==> src/rtl/lcd_cmd_sequencer.sv <==
// HD44780 4-bit-mode sequencer: power-on init, nibble split, enable strobes and execution delays.
// Optional 2x16 cursor tracking with automatic line wrap when LCD_LINE_WRAP_EN is defined.
module lcd_cmd_sequencer #(
  parameter int EN_PULSE_CYC   = 12,
  parameter int SHORT_WAIT_CYC = 600,
  parameter int LONG_WAIT_CYC  = 24000,
  parameter int POWERUP_CYC    = 180000
) (
  input  logic       clk,
  input  logic       rst,
  input  logic       req_valid,
  input  logic       req_rs,
  input  logic [7:0] req_data,
  output logic       req_ready,
  output logic       init_done,
  output logic       busy,
  output logic       lcd_rs,
  output logic       lcd_en,
  output logic [3:0] lcd_data
);

  localparam int MAX_CYC = (POWERUP_CYC > LONG_WAIT_CYC) ? POWERUP_CYC : LONG_WAIT_CYC;
  localparam int CNT_W   = ($clog2(MAX_CYC + 1) > 18) ? $clog2(MAX_CYC + 1) : 18;

  localparam logic [CNT_W-1:0] PWR_LAST   = CNT_W'(POWERUP_CYC - 1);
  localparam logic [CNT_W-1:0] EN_LAST    = CNT_W'(EN_PULSE_CYC - 1);
  localparam logic [CNT_W-1:0] SHORT_LAST = CNT_W'(SHORT_WAIT_CYC - 1);
  localparam logic [CNT_W-1:0] LONG_LAST  = CNT_W'(LONG_WAIT_CYC - 1);

  typedef enum logic [2:0] {
    PWR_WAIT, INIT_NIB, INIT_BYTE, IDLE, SETUP, EN_HI, EN_LO, POST_WAIT
  } state_t;

  state_t           state_reg, state_next;
  logic [CNT_W-1:0] cnt_reg, cnt_next;
  logic [1:0]       step_reg, step_next;
  logic             init_bytes_reg, init_bytes_next;
  logic [3:0]       lo_nib_reg, lo_nib_next;
  logic             nib_lo_reg, nib_lo_next;
  logic             single_reg, single_next;
  logic             long_reg, long_next;
  logic             init_done_reg, init_done_next;
  logic             lcd_rs_reg, lcd_rs_next;
  logic [3:0]       lcd_data_reg, lcd_data_next;

  logic             load_en, load_rs;
  logic [7:0]       load_data;
  logic             accept;

`ifdef LCD_LINE_WRAP_EN
  logic [3:0]       col_reg, col_next;
  logic             line_reg, line_next;
  logic             wrap_reg, wrap_next;
`endif

  function automatic logic is_long(input logic rs, input logic [7:0] d);
    return !rs && (d == 8'h01 || d == 8'h02 || d == 8'h03);
  endfunction

  function automatic logic [7:0] init_byte(input logic [1:0] s);
    case (s)
      2'd0:    return 8'h28;
      2'd1:    return 8'h0C;
      2'd2:    return 8'h01;
      default: return 8'h06;
    endcase
  endfunction

  assign req_ready = init_done_reg && (state_reg == IDLE);
  assign accept    = req_valid && req_ready;
  assign init_done = init_done_reg;
  assign busy      = (state_reg != IDLE) && !rst;
  assign lcd_en    = (state_reg == EN_HI);
  assign lcd_rs    = lcd_rs_reg;
  assign lcd_data  = lcd_data_reg;

  always_comb begin
    state_next      = state_reg;
    step_next       = step_reg;
    init_bytes_next = init_bytes_reg;
    lo_nib_next     = lo_nib_reg;
    nib_lo_next     = nib_lo_reg;
    single_next     = single_reg;
    long_next       = long_reg;
    init_done_next  = init_done_reg;
    lcd_rs_next     = lcd_rs_reg;
    lcd_data_next   = lcd_data_reg;
    load_en         = 1'b0;
    load_rs         = 1'b0;
    load_data       = 8'h00;
`ifdef LCD_LINE_WRAP_EN
    col_next        = col_reg;
    line_next       = line_reg;
    wrap_next       = wrap_reg;
`endif

    case (state_reg)
      PWR_WAIT: if (cnt_reg == PWR_LAST) state_next = INIT_NIB;
      INIT_NIB: begin
        // Single-nibble wake-up writes; every one is followed by the long wait.
        lcd_rs_next   = 1'b0;
        lcd_data_next = (step_reg == 2'd3) ? 4'h2 : 4'h3;
        single_next   = 1'b1;
        long_next     = 1'b1;
        state_next    = SETUP;
      end
      INIT_BYTE: begin
        load_en   = 1'b1;
        load_data = init_byte(step_reg);
      end
      IDLE: if (accept) begin
        load_en   = 1'b1;
        load_rs   = req_rs;
        load_data = req_data;
`ifdef LCD_LINE_WRAP_EN
        if (req_rs) begin
          if (col_reg == 4'hF) wrap_next = 1'b1;
          else                 col_next  = col_reg + 4'd1;
        end else if (req_data == 8'h01 || req_data == 8'h02) begin
          col_next  = 4'h0;
          line_next = 1'b0;
        end else if (req_data[7]) begin
          if (req_data[6:4] == 3'b000) begin
            line_next = 1'b0;
            col_next  = req_data[3:0];
          end else if (req_data[6:4] == 3'b100) begin
            line_next = 1'b1;
            col_next  = req_data[3:0];
          end
        end
`endif
      end
      SETUP: state_next = EN_HI;
      EN_HI: if (cnt_reg == EN_LAST) state_next = EN_LO;
      EN_LO: if (cnt_reg == EN_LAST) begin
        if (single_reg || nib_lo_reg) begin
          state_next = POST_WAIT;
        end else begin
          nib_lo_next   = 1'b1;
          lcd_data_next = lo_nib_reg;
          state_next    = SETUP;
        end
      end
      POST_WAIT: if (cnt_reg == (long_reg ? LONG_LAST : SHORT_LAST)) begin
        if (!init_done_reg) begin
          step_next = step_reg + 2'd1;
          if (!init_bytes_reg) begin
            if (step_reg == 2'd3) begin
              init_bytes_next = 1'b1;
              state_next      = INIT_BYTE;
            end else begin
              state_next = INIT_NIB;
            end
          end else if (step_reg == 2'd3) begin
            init_done_next = 1'b1;
            state_next     = IDLE;
`ifdef LCD_LINE_WRAP_EN
            col_next  = 4'h0;
            line_next = 1'b0;
            wrap_next = 1'b0;
`endif
          end else begin
            state_next = INIT_BYTE;
          end
        end else begin
`ifdef LCD_LINE_WRAP_EN
          // Wrap: jump the DDRAM address to the start of the other line before reopening.
          if (wrap_reg) begin
            load_en   = 1'b1;
            load_data = line_reg ? 8'h80 : 8'hC0;
            wrap_next = 1'b0;
            col_next  = 4'h0;
            line_next = !line_reg;
          end else begin
            state_next = IDLE;
          end
`else
          state_next = IDLE;
`endif
        end
      end
      default: state_next = PWR_WAIT;
    endcase

    if (load_en) begin
      lcd_rs_next   = load_rs;
      lcd_data_next = load_data[7:4];
      lo_nib_next   = load_data[3:0];
      nib_lo_next   = 1'b0;
      single_next   = 1'b0;
      long_next     = is_long(load_rs, load_data);
      state_next    = SETUP;
    end

    // One shared counter: restarts on every state change, parked at zero in IDLE.
    cnt_next = (state_next != state_reg || state_reg == IDLE) ? '0 : cnt_reg + 1'b1;
  end

  always_ff @(posedge clk) begin
    if (rst) begin
      state_reg      <= PWR_WAIT;
      cnt_reg        <= '0;
      step_reg       <= 2'd0;
      init_bytes_reg <= 1'b0;
      lo_nib_reg     <= 4'h0;
      nib_lo_reg     <= 1'b0;
      single_reg     <= 1'b0;
      long_reg       <= 1'b0;
      init_done_reg  <= 1'b0;
      lcd_rs_reg     <= 1'b0;
      lcd_data_reg   <= 4'h0;
`ifdef LCD_LINE_WRAP_EN
      col_reg        <= 4'h0;
      line_reg       <= 1'b0;
      wrap_reg       <= 1'b0;
`endif
    end else begin
      state_reg      <= state_next;
      cnt_reg        <= cnt_next;
      step_reg       <= step_next;
      init_bytes_reg <= init_bytes_next;
      lo_nib_reg     <= lo_nib_next;
      nib_lo_reg     <= nib_lo_next;
      single_reg     <= single_next;
      long_reg       <= long_next;
      init_done_reg  <= init_done_next;
      lcd_rs_reg     <= lcd_rs_next;
      lcd_data_reg   <= lcd_data_next;
`ifdef LCD_LINE_WRAP_EN
      col_reg        <= col_next;
      line_reg       <= line_next;
      wrap_reg       <= wrap_next;
`endif
    end
  end

endmodule

==> config.mk <==
export PLATFORM = sky130hd
export DESIGN_NAME = lcd_cmd_sequencer
export DESIGN_NICKNAME = d
export VERILOG_FILES = /design/src/rtl/lcd_cmd_sequencer.sv
export SDC_FILE = /design/constraint.sdc
export NUM_CORES = 1
export LEC_CHECK = 0
export ABC_AREA = 1
export CORE_MARGIN = 5
export CORE_UTILIZATION = 40
export CTS_BUF_LIST = sky130_fd_sc_hd__clkbuf_8
export CTS_CLUSTER_SIZE = 14
export DETAILED_ROUTE_END_ITERATION = 8
export DONT_BUFFER_PORTS = 1
export PLACE_DENSITY = 0.62
export SYNTH_ARGS = -nofsm -noshare
export SYNTH_HDL_FRONTEND = slang
export SYNTH_SLANG_ARGS = --single-unit
==> constraint.sdc <==
create_clock -name clk -period 2.5 [get_ports clk]
set_input_delay 0.125 -clock clk [delete_from_list [all_inputs] [get_ports clk]]
set_output_delay 0.125 -clock clk [all_outputs]
set_load 0.05 [all_outputs]
==> summary.md, run 1 <==
| Metric | Value |
|---|---|
| Most area-consuming cells after synthesis | `dfxtp_1 (33%), nand2_1 (9.6%), nor2_1 (7.9%)` |
| Leakage | `0.973 nW` |
| Cells after Synth | `312` |
| CTS clk-pin slew, worst paths | `0.08 ns` |
| Total track usage | `0.139` |
| Synth Register Bits | `37` |
| I/O Pins | `21` |
| Worst reg2reg path depth | `12` |
| H-Tree Level Count | `2` |
| Worst EP required | `2.67 ns` |
| DR vias/cell | `4.83` |
| Setup Skew | `0.00973 ns` |
| Syn_nets | `331` |
| Post-synth cell types | `36` |
| Peak Freq | `0.478 GHz` |
| Synth async-reset ratio | `0` |
| Max reg flops | `18` |
| Internal power | `0.793 mW` |
| Fin cells | `390` |
| Rel. slew slack | `0.624` |
| Sequential power share | `0.572` |
| Post-layout min period | `2.09 ns` |
| Gr ovfl total | `0` |
| Crit-path max FO | `18` |
| Post-DP Area | `0.00229 mm2` |
| Port Buffers | `0` |
| Crit end category | `register` |
| TNS Setup | `0 ns` |
| Synth Area per Inst | `7.13 um2` |
| Commonest cells in the synthesized netlist | `nand2_1 (57), nor2_1 (47), dfxtp_1 (37)` |
| Final wirelength | `4690 um` |
| N_diodes | `0` |
| Total power divided by cell area | `438 mW/mm2` |
| Peak VDD IR | `0.000165 V` |
| Skew-Pair Late Insertion Delay | `0.30 ns` |
| Clock Tree Buf Depth | `2` |
| Iteration-0 DRC count of the detailed router | `130` |
| Final period util | `0.837` |
| Final Max Slew Viols | `0` |
| Remaining antenna violation count | `0` |
| Vias post-DR | `1884` |
| Number of cell rows | `27` |
| Avg WL per Cell | `12.0 um` |
| CTS tree | `built` |
| Crit path DAT | `2.26 ns` |
| Final Instance Area | `0.00239 mm2` |
| Post-synth EDFFs | `0` |
| Top-area cell type share of the netlist area | `0.333` |
| Startpoint Class | `register` |
| Critical path type | `register to register` |
| Die Ht | `84.6 um` |
| Count leader, synth | `nand2_1` |
| Net Switching | `0.252 mW` |
| Post-DP HPWL | `3660 um` |
| Hold Vio Cnt, Final | `0` |
| CTS Hold Bufs | `1` |
| Gpl congestion | `0.902` |
| DR DRC count | `0` |
| # Max-Cap Violations | `0` |
| Die area | `0.00715 mm2` |
| Final Util | `0.439` |
| Largest net degree at the start of global routing | `19` |
| Layout Nets | `336` |
| Endpoints failing setup | `0` |
| Warnings, synthesis | `0` |
| Worst Max-Slew Pin Slew | `0.563 ns` |
| Synth Flop Type | `dfxtp_1` |
| Seq/Total Area, Yosys | `0.333` |
| Combinational Power Share | `0.034` |
| Switching share of power | `0.241` |
| RSZ-0062 raised after global routing | `false` |
| Post-synthesis instance area | `0.00222 mm2` |
| CTS sink cnt | `37` |
| Core Area | `0.00544 mm2` |
| Initial antenna violation count | `0` |
| Initial Util | `0.409` |
| WHS Path Cells | `2` |
| Vias in the first global route | `1766` |
| TritonCTS Buffers | `5` |
| Layout area overhead | `7.26%` |
| Drt first pass iters | `5` |
| First-pass GRT wire length | `8090 um` |
| Clk pwr share | `0.395` |
| Post-cts resize count | `0` |
| Inst Count DP | `381` |
| Clock root cell | `clkbuf_8` |
| Die width | `84.6 um` |
| Leading area contributor after synthesis | `dfxtp_1` |
| Worst Hold Class | `primary input to register` |
| Layout cells sized above 1 | `0.154` |
| Status | `complete, no violations` |
| Postcts setup bufs | `0` |
-- final timing paths --
path / start / end / slack (ns)
setup / recovery: cnt_reg[0]$_SDFF_PP0_ / cnt_reg[4]$_SDFF_PP0_ / 0.41
hold / removal: req_data[6] / lcd_data[2]$_SDFFE_PP0P_ / 0.005
setup reg to reg: cnt_reg[0]$_SDFF_PP0_ / cnt_reg[4]$_SDFF_PP0_ / 0.41
hold reg to reg: single_reg$_SDFFE_PP0P_ / single_reg$_SDFFE_PP0P_ / 0.45
-- area by class of cell --
type	instances	area [um2]
Clock buffer	5	68.8
Fill cell	561	3050
Tap cell	72	90.1
Sequential cell	37	741
Clock inverter	3	13.8
Inverter	41	154
Multi-Input combinational cell	226	1270
Timing Repair Buffer	6	47.5
-- worst max-delay path, stage by stage, from the launching register on --
cell     delay [ns]
dfxtp_1        0.36
ha_1           0.22
nand2_1        0.07
inv_1          0.08
nand3_1        0.09
nor2_2         0.16
nand3_1        0.12
o21ai_1        0.15
nand3_1        0.15
nand3_1        0.12
nand2_2        0.07
nand2_4        0.30
nor2_1         0.08
-- layout by cell type, fill, tap and decap left out, drive strengths merged --
| cell | synthesis | layout |
|---|---|---|
| a211oi | 1 | 1 |
| a21boi | 1 | 1 |
| a21oi | 13 | 13 |
| a31oi | 3 | 3 |
| and3 | 1 | 1 |
| buf | 7 | 5 |
| clkbuf | 1 | 5 |
| clkinv | 1 | 3 |
| dfxtp | 37 | 37 |
| dlygate4sd3 | 0 | 1 |
| ha | 7 | 7 |
| inv | 40 | 41 |
| nand2 | 61 | 61 |
| nand3 | 24 | 24 |
| nand3b | 1 | 1 |
| nand4 | 7 | 7 |
| nor2 | 68 | 68 |
| nor3 | 3 | 3 |
| nor3b | 3 | 3 |
| o2111ai | 1 | 1 |
| o21ai | 14 | 14 |
| o22ai | 1 | 1 |
| or2 | 1 | 1 |
| xnor2 | 4 | 4 |
| xor2 | 12 | 12 |
-- layer usage --
| layer | share of wire | GRT usage | up-vias |
|---|---|---|---|
| met3 | 0.040 | 0.0383 | 6 |
| met1 | 0.50 | 0.192 | 854 |
| met5 | 0 | 0 | - |
| li1 | - | - | 996 |
| met4 | 0.016 | 0.0446 | 0 |
| met2 | 0.44 | 0.209 | 28 |
-- power by group through the flow --
stage / Sequential (mW) / Combinational [mW] / Clock (mW)
finish: 0.597 / 0.0350 / 0.412
global route: 0.598 / 0.0389 / 0.453
CTS: 0.597 / 0.0359 / 0.424
detailed placement: 0.611 / 0.0324 / 0
global placement: 0.611 / 0.0319 / 0
floorplan: 0.610 / 0.0326 / 0
-- cell families (layout without fill, tap and decap cells) --
family,after synthesis,after routing,synth area share
simple gates,169,169,0.382
buf+inv,49,55,0.0979
flops,37,37,0.333
compound gates,34,34,0.0844
xor+xnor,16,16,0.0630
fa+ha+maj,7,7,0.0394
-- stage by stage --
stage               hold slack, ns  setup WS, ns  power, mW
finish                     0.00486         0.408       1.04
floorplan                    0.291         0.215      0.643
global route               0.00255         0.121       1.09
detailed placement           0.198         0.407      0.644
CTS                       0.000765         0.393       1.06
global placement             0.198         0.414      0.643
Note: power is estimated with default switching activity, not from simulation.
==> run 2, diff against run 1 <==
clock period = 2 ns   (was 2.5 ns; I/O delays follow)
==> run 2 against run 1 <==
  * Sequential share of layout area down 3.6 points
  * Final area increased by 17%
  * Power grew 26%
  * Via count is 6.3% higher
  * First-iteration DRC count down 23%
  * Core utilization is 7.3 points higher
  * Sequential power rose by 25%
  * Non-clock buffer count rose by 23
  * Final cell count increased by 6.7%
  * Global-route usage increased by 0.60 points
  * Critical endpoint is now cnt_reg[8]$_SDFF_PP0_
  * Highest routed layer unchanged
==> summary.md, run 2 (synthesis gave the netlist of run 1 again) <==
| Metric | Value |
|---|---|
| Status | `complete, no violations` |
| Post-layout min period | `1.95 ns` |
| Die area | `0.00715 mm2` |
| Worst slack at placement | `-0.0733 ns` |
| Reg-to-reg startpoint | `cnt_reg[0]$_SDFF_PP0_` |
| Post-DP HPWL | `3730 um` |
| CTS clk-pin slew, worst paths | `0.07 ns` |
| First-pass GRT wire length | `8460 um` |
| Skew-Pair Late Insertion Delay | `0.29 ns` |
| Total power divided by cell area | `472 mW/mm2` |
| M1 WL | `2530 um` |
| Die Ht | `84.6 um` |
| Leakage | `1.13 nW` |
| DR vias/cell | `4.81` |
| Met3 routed WL | `233 um` |
| Peak Freq | `0.512 GHz` |
| Vias in the first global route | `1886` |
| Worst Hold Class | `primary input to register` |
| Metal2 WL | `2430 um` |
| I/O Pins | `21` |
| Clock Tree Buf Depth | `2` |
| Port Buffers | `0` |
| Vias post-DR | `2003` |
| H-Tree Level Count | `2` |
| Drt first pass iters | `4` |
| Startpoint Class | `register` |
| Worst setup margin | `0.0468 ns` |
| Largest net degree at the start of global routing | `19` |
| Layout Nets | `362` |
| Initial Util | `0.409` |
| Number of cell rows | `27` |
| Setup Skew | `0.00220 ns` |
| Final Max Slew Viols | `0` |
| CTS sink cnt | `37` |
| Peak VDD IR | `0.000308 V` |
| # Max-Cap Violations | `0` |
| Layout cells sized above 1 | `0.305` |
| Most common cell after layout, fill and taps aside | `nand2_1` |
| Endpoints failing setup | `0` |
| N_diodes | `0` |
| Layout area overhead | `25.2%` |
| Final period util | `0.977` |
| Avg WL per Cell | `12.7 um` |
| Initial antenna violation count | `0` |
| Worst Hold Slack | `0.0564 ns` |
| Max reg flops | `18` |
| Setup crit start | `cnt_reg[0]$_SDFF_PP0_` |
| Tot Pwr | `1.31 mW` |
| Inst Count DP | `394` |
| Rel. slew slack | `0.659` |
| Fin cells | `416` |
| Die width | `84.6 um` |
| DR DRC count | `0` |
| Crit-path max FO | `5` |
| Gpl congestion | `0.807` |
| Multi-input combinational cell area | `0.00144 mm2` |
| TritonCTS Buffers | `5` |
| Worst EP required | `2.23 ns` |
| Core Area | `0.00544 mm2` |
| Iteration-0 DRC count of the detailed router | `100` |
| Total track usage | `0.145` |
| Storage element area | `764 um2` |
| Remaining antenna violation count | `0` |
| Worst Max-Slew Pin Slew | `0.511 ns` |
| Crit end category | `register` |
| Commonest non-fill, non-tap cells in the layout | `nand2_1 (53), nor2_1 (42), inv_1 (32)` |
| Filler cells | `515` |
| Final wirelength | `5300 um` |
| Top routing layer in use | `met4` |
| Crit path DAT | `2.18 ns` |
| CTS tree | `built` |
| Hold Vio Cnt, Final | `0` |
| Critical path type | `register to register` |
| Hold_sp | `req_data[0]` |
| Gr ovfl total | `0` |
| Clock root cell | `clkbuf_8` |
-- run 2: cell count changes in the layout (fill, tap and decap cells not counted), moves of 4 or more --
cell           delta
nand3_2           +4
buf_4            +17
nand3_1           -4
nor2_1            -5
nand2_1           -4
dfxtp_2          +13
dfxtp_1          -15
dlygate4sd3_1     +4
-- run 2: worst paths after layout --
kind                                 to  slack, ns  cells after the start
max               cnt_reg[8]$_SDFF_PP0_       0.05                     12
min          lo_nib_reg[0]$_SDFFE_PP0P_       0.06                      4
max reg2reg       cnt_reg[8]$_SDFF_PP0_       0.05                     12
min reg2reg     single_reg$_SDFFE_PP0P_       0.45                      2
-- run 2: area by class of cell --
cell class	instances	share of cell area
Multi-Input combinational cell	229	0.515
Sequential cell	37	0.274
Timing Repair Buffer	29	0.0916
Inverter	41	0.0575
Tap cell	72	0.0323
Clock buffer	5	0.0247
Clock inverter	3	0.00404
-- run 2: stage by stage --
step	utilization	setup TNS [ns]	area [um2]
6_report	0.512	0	2790
5_1_grt	0.512	-0.403	2790
4_1_cts	0.467	0	2540
3_5_place_dp	0.441	-0.664	2400
3_3_place_gp	0.441	-0.477	2400
2_1_floorplan	-	0	2240
-- run 2: repair_timing --
action | CTS | global route
pin swaps | 0 | 21
gates cloned | 0 | 3
endpoints found under the hold margin | 11 | 0
hold buffers | 5 | 0
gates resized for setup | 1 | 46
endpoints found under the setup margin | 18 | 21
buffers inserted | 0 | 6
-- run 2: where the power goes --
| part | switching [mW] | internal [mW] | leakage (nW) | total (mW) |
|---|---|---|---|---|
| combinational | 0.0432 | 0.0358 | 0.773 | 0.0791 |
| clock | 0.255 | 0.232 | 0.0519 | 0.487 |
| sequential | 0.00716 | 0.740 | 0.306 | 0.748 |
-- run 2: routing by layer --
layer,vias up,global-route usage
met5,-,0
met4,0,0.0590
met3,10,0.0432
met2,35,0.228
met1,901,0.185
li1,1057,-
-- run 2: worst max-delay path, stage by stage (launching register included) --
cell,delay [ns]
dfxtp_2,0.36
ha_4,0.15
nand3_1,0.10
nor2_2,0.11
nand4_1,0.17
nand2_2,0.14
a21boi_2,0.07
nor2_2,0.15
nor2_2,0.07
nor2_4,0.22
buf_12,0.17
nand2_8,0.08
nor2_4,0.11
==> run 3, diff against run 2 <==
CORE_UTILIZATION = 66   (was 40)
PLACE_DENSITY = 0.9   (was 0.62)
==> run 3 against run 2 <==
  * The flow now finishes with violations (setup timing)
  * Combinational power is 8.0% lower
  * Die area is 35% lower
  * Sequential share of layout area is 0.51 points higher
  * Core utilization is 30 points higher
  * Worst setup slack worse by 0.10 ns
  * Hold slack better by 0.017 ns
  * Flip-flop and latch count stayed put
  * Global-route usage is 11 points higher
  * Fmax is 5.0% lower
  * Final cell count is 7.0% lower
  * Final area is 3.6% lower
  * Critical endpoint is now cnt_reg[9]$_SDFF_PP0_
==> summary.md, run 3 (synthesis gave the netlist of run 1 again) <==
| Metric | Value |
|---|---|
| Final Max Slew Viols | `0` |
| Fin cells | `387` |
| Final period util | `1.03` |
| Setup Skew | `0.0118 ns` |
| TritonCTS Buffers | `5` |
| Layout area overhead | `20.7%` |
| Inst Count DP | `366` |
| Clock root cell | `clkbuf_8` |
| DR vias/cell | `5.85` |
| # Max-Cap Violations | `0` |
| Startpoint Class | `register` |
| Status | `finished with violations` |
| Peak Freq | `0.486 GHz` |
| Number of cell rows | `21` |
| Rel. slew slack | `0.640` |
| Crit path DAT | `2.24 ns` |
| Drt first pass iters | `5` |
| Core Area | `0.00331 mm2` |
| Storage element area | `751 um2` |
| Port Buffers | `0` |
| RSZ-0062 raised after global routing | `true` |
| Layout Nets | `359` |
| Gpl congestion | `0.873` |
| CTS sink cnt | `37` |
| Crit-path max FO | `6` |
| Largest net degree at the start of global routing | `13` |
| Avg WL per Cell | `15.9 um` |
| Hold Vio Cnt, Final | `0` |
| Die width | `68.1 um` |
| Layout cells sized above 1 | `0.282` |
| Multi-input combinational cell area | `0.00135 mm2` |
| Total power divided by cell area | `560 mW/mm2` |
| Die Ht | `68.1 um` |
| Worst EP required | `2.18 ns` |
| Final Util | `0.811` |
| Post-layout min period | `2.06 ns` |
| CTS tree | `built` |
| Max reg flops | `18` |
| Clock Tree Buf Depth | `2` |
| Critical path type | `register to register` |
| Initial Util | `0.672` |
| Final wirelength | `6160 um` |
| H-Tree Level Count | `2` |
| Leakage | `1.11 nW` |
| Total track usage | `0.254` |
| Failing checks | `setup timing` |
| Remaining antenna violation count | `0` |
| Worst Hold Class | `primary input to register` |
| Initial antenna violation count | `0` |
| N_diodes | `0` |
| Post-DP HPWL | `3700 um` |
| DR DRC count | `0` |
| Worst Max-Slew Pin Slew | `0.539 ns` |
| I/O Pins | `21` |
| Crit end category | `register` |
| Iteration-0 DRC count of the detailed router | `396` |
| Filler cells | `187` |
| Commonest non-fill, non-tap cells in the layout | `nand2_1 (55), nor2_1 (43), inv_1 (29), dfxtp_1 (29), buf_4 (22)` |
| Vias in the first global route | `2021` |
| Peak VDD IR | `0.000525 V` |
| Gr ovfl total | `0` |
| First-pass GRT wire length | `8760 um` |
| Skew-Pair Late Insertion Delay | `0.30 ns` |
| Most common cell after layout, fill and taps aside | `nand2_1` |
| CTS clk-pin slew, worst paths | `0.08 ns` |
| Endpoints failing setup | `17` |
| Die area | `0.00463 mm2` |
| Vias post-DR | `2264` |
| Worst setup margin | `-0.0562 ns` |
run 3: cell count changes in the layout (fill, tap and decap cells not counted), moves of 2 or more:
cell / change
ha_2: +2
inv_1: -3
dfxtp_4: -2
dfxtp_2: -5
nand2_8: -3
nand2_1: +2
ha_4: -2
dfxtp_1: +7
run 3: per-stage QoR:
step	cell area [um2]	total power, mW	hold WS, ns	worst slack [ns]	setup TNS [ns]
2_1_floorplan	2240	0.804	0.266	0.0261	0
3_3_place_gp	2380	0.815	0.172	0.0668	0
3_5_place_dp	2380	0.817	0.173	0.0159	0
4_1_cts	2590	1.50	0.0621	0.0239	0
5_1_grt	2690	1.55	0.0913	-0.184	-2.35
6_report	2690	1.50	0.0738	-0.0562	-0.566
run 3: timing repair:
item / in CTS / in global routing
endpoints found under the hold margin: 11 / 0
hold buffers: 5 / 0
pin swaps: 4 / 11
gates resized for setup: 4 / 25
setup buffers: 5 / 3
setup endpoints to repair: 2 / 23
run 3: power by group:
part | total, mW | internal (mW) | switching, mW
clock | 0.682 | 0.405 | 0.276
sequential | 0.750 | 0.743 | 0.00722
combinational | 0.0728 | 0.0331 | 0.0397
run 3: cell type report:
| type | instances | area share |
|---|---|---|
| Tap cell | 46 | 0.0214 |
| Clock buffer | 6 | 0.0308 |
| Sequential cell | 37 | 0.280 |
| Inverter | 41 | 0.0573 |
| Timing Repair Buffer | 29 | 0.0951 |
| Clock inverter | 2 | 0.0140 |
| Multi-Input combinational cell | 226 | 0.502 |
run 3: critical path, stage by stage, from the launching register on:
cell and delay, ns:
dfxtp_1 0.36, nor2_2 0.17, nand2_1 0.09, nor2_2 0.17, nand3_2 0.11, nand2_1 0.08, a21boi_2 0.20, nor2_2 0.08
nor2_1 0.29, nor2_4 0.06, nand2_4 0.13, buf_12 0.15, nor2_4 0.03
run 3: worst paths after layout:
kind	startpoint	endpoint	slack (ns)	cells past startpoint
setup / recovery	cnt_reg[6]$_SDFF_PP0_	cnt_reg[9]$_SDFF_PP0_	-0.06	12
hold / removal	req_data[2]	lo_nib_reg[2]$_SDFFE_PP0P_	0.07	4
hold reg to reg	cnt_reg[0]$_SDFF_PP0_	cnt_reg[0]$_SDFF_PP0_	0.45	1
setup reg to reg	cnt_reg[6]$_SDFF_PP0_	cnt_reg[9]$_SDFF_PP0_	-0.06	12
run 3: layer usage:
layer | share of wire | vias to the layer above | global-route usage
met5 | 0 | - | 0
met4 | 0.048 | 0 | 0.119
met3 | 0.072 | 43 | 0.0558
met2 | 0.48 | 137 | 0.414
met1 | 0.40 | 1036 | 0.316
li1 | - | 1048 | -
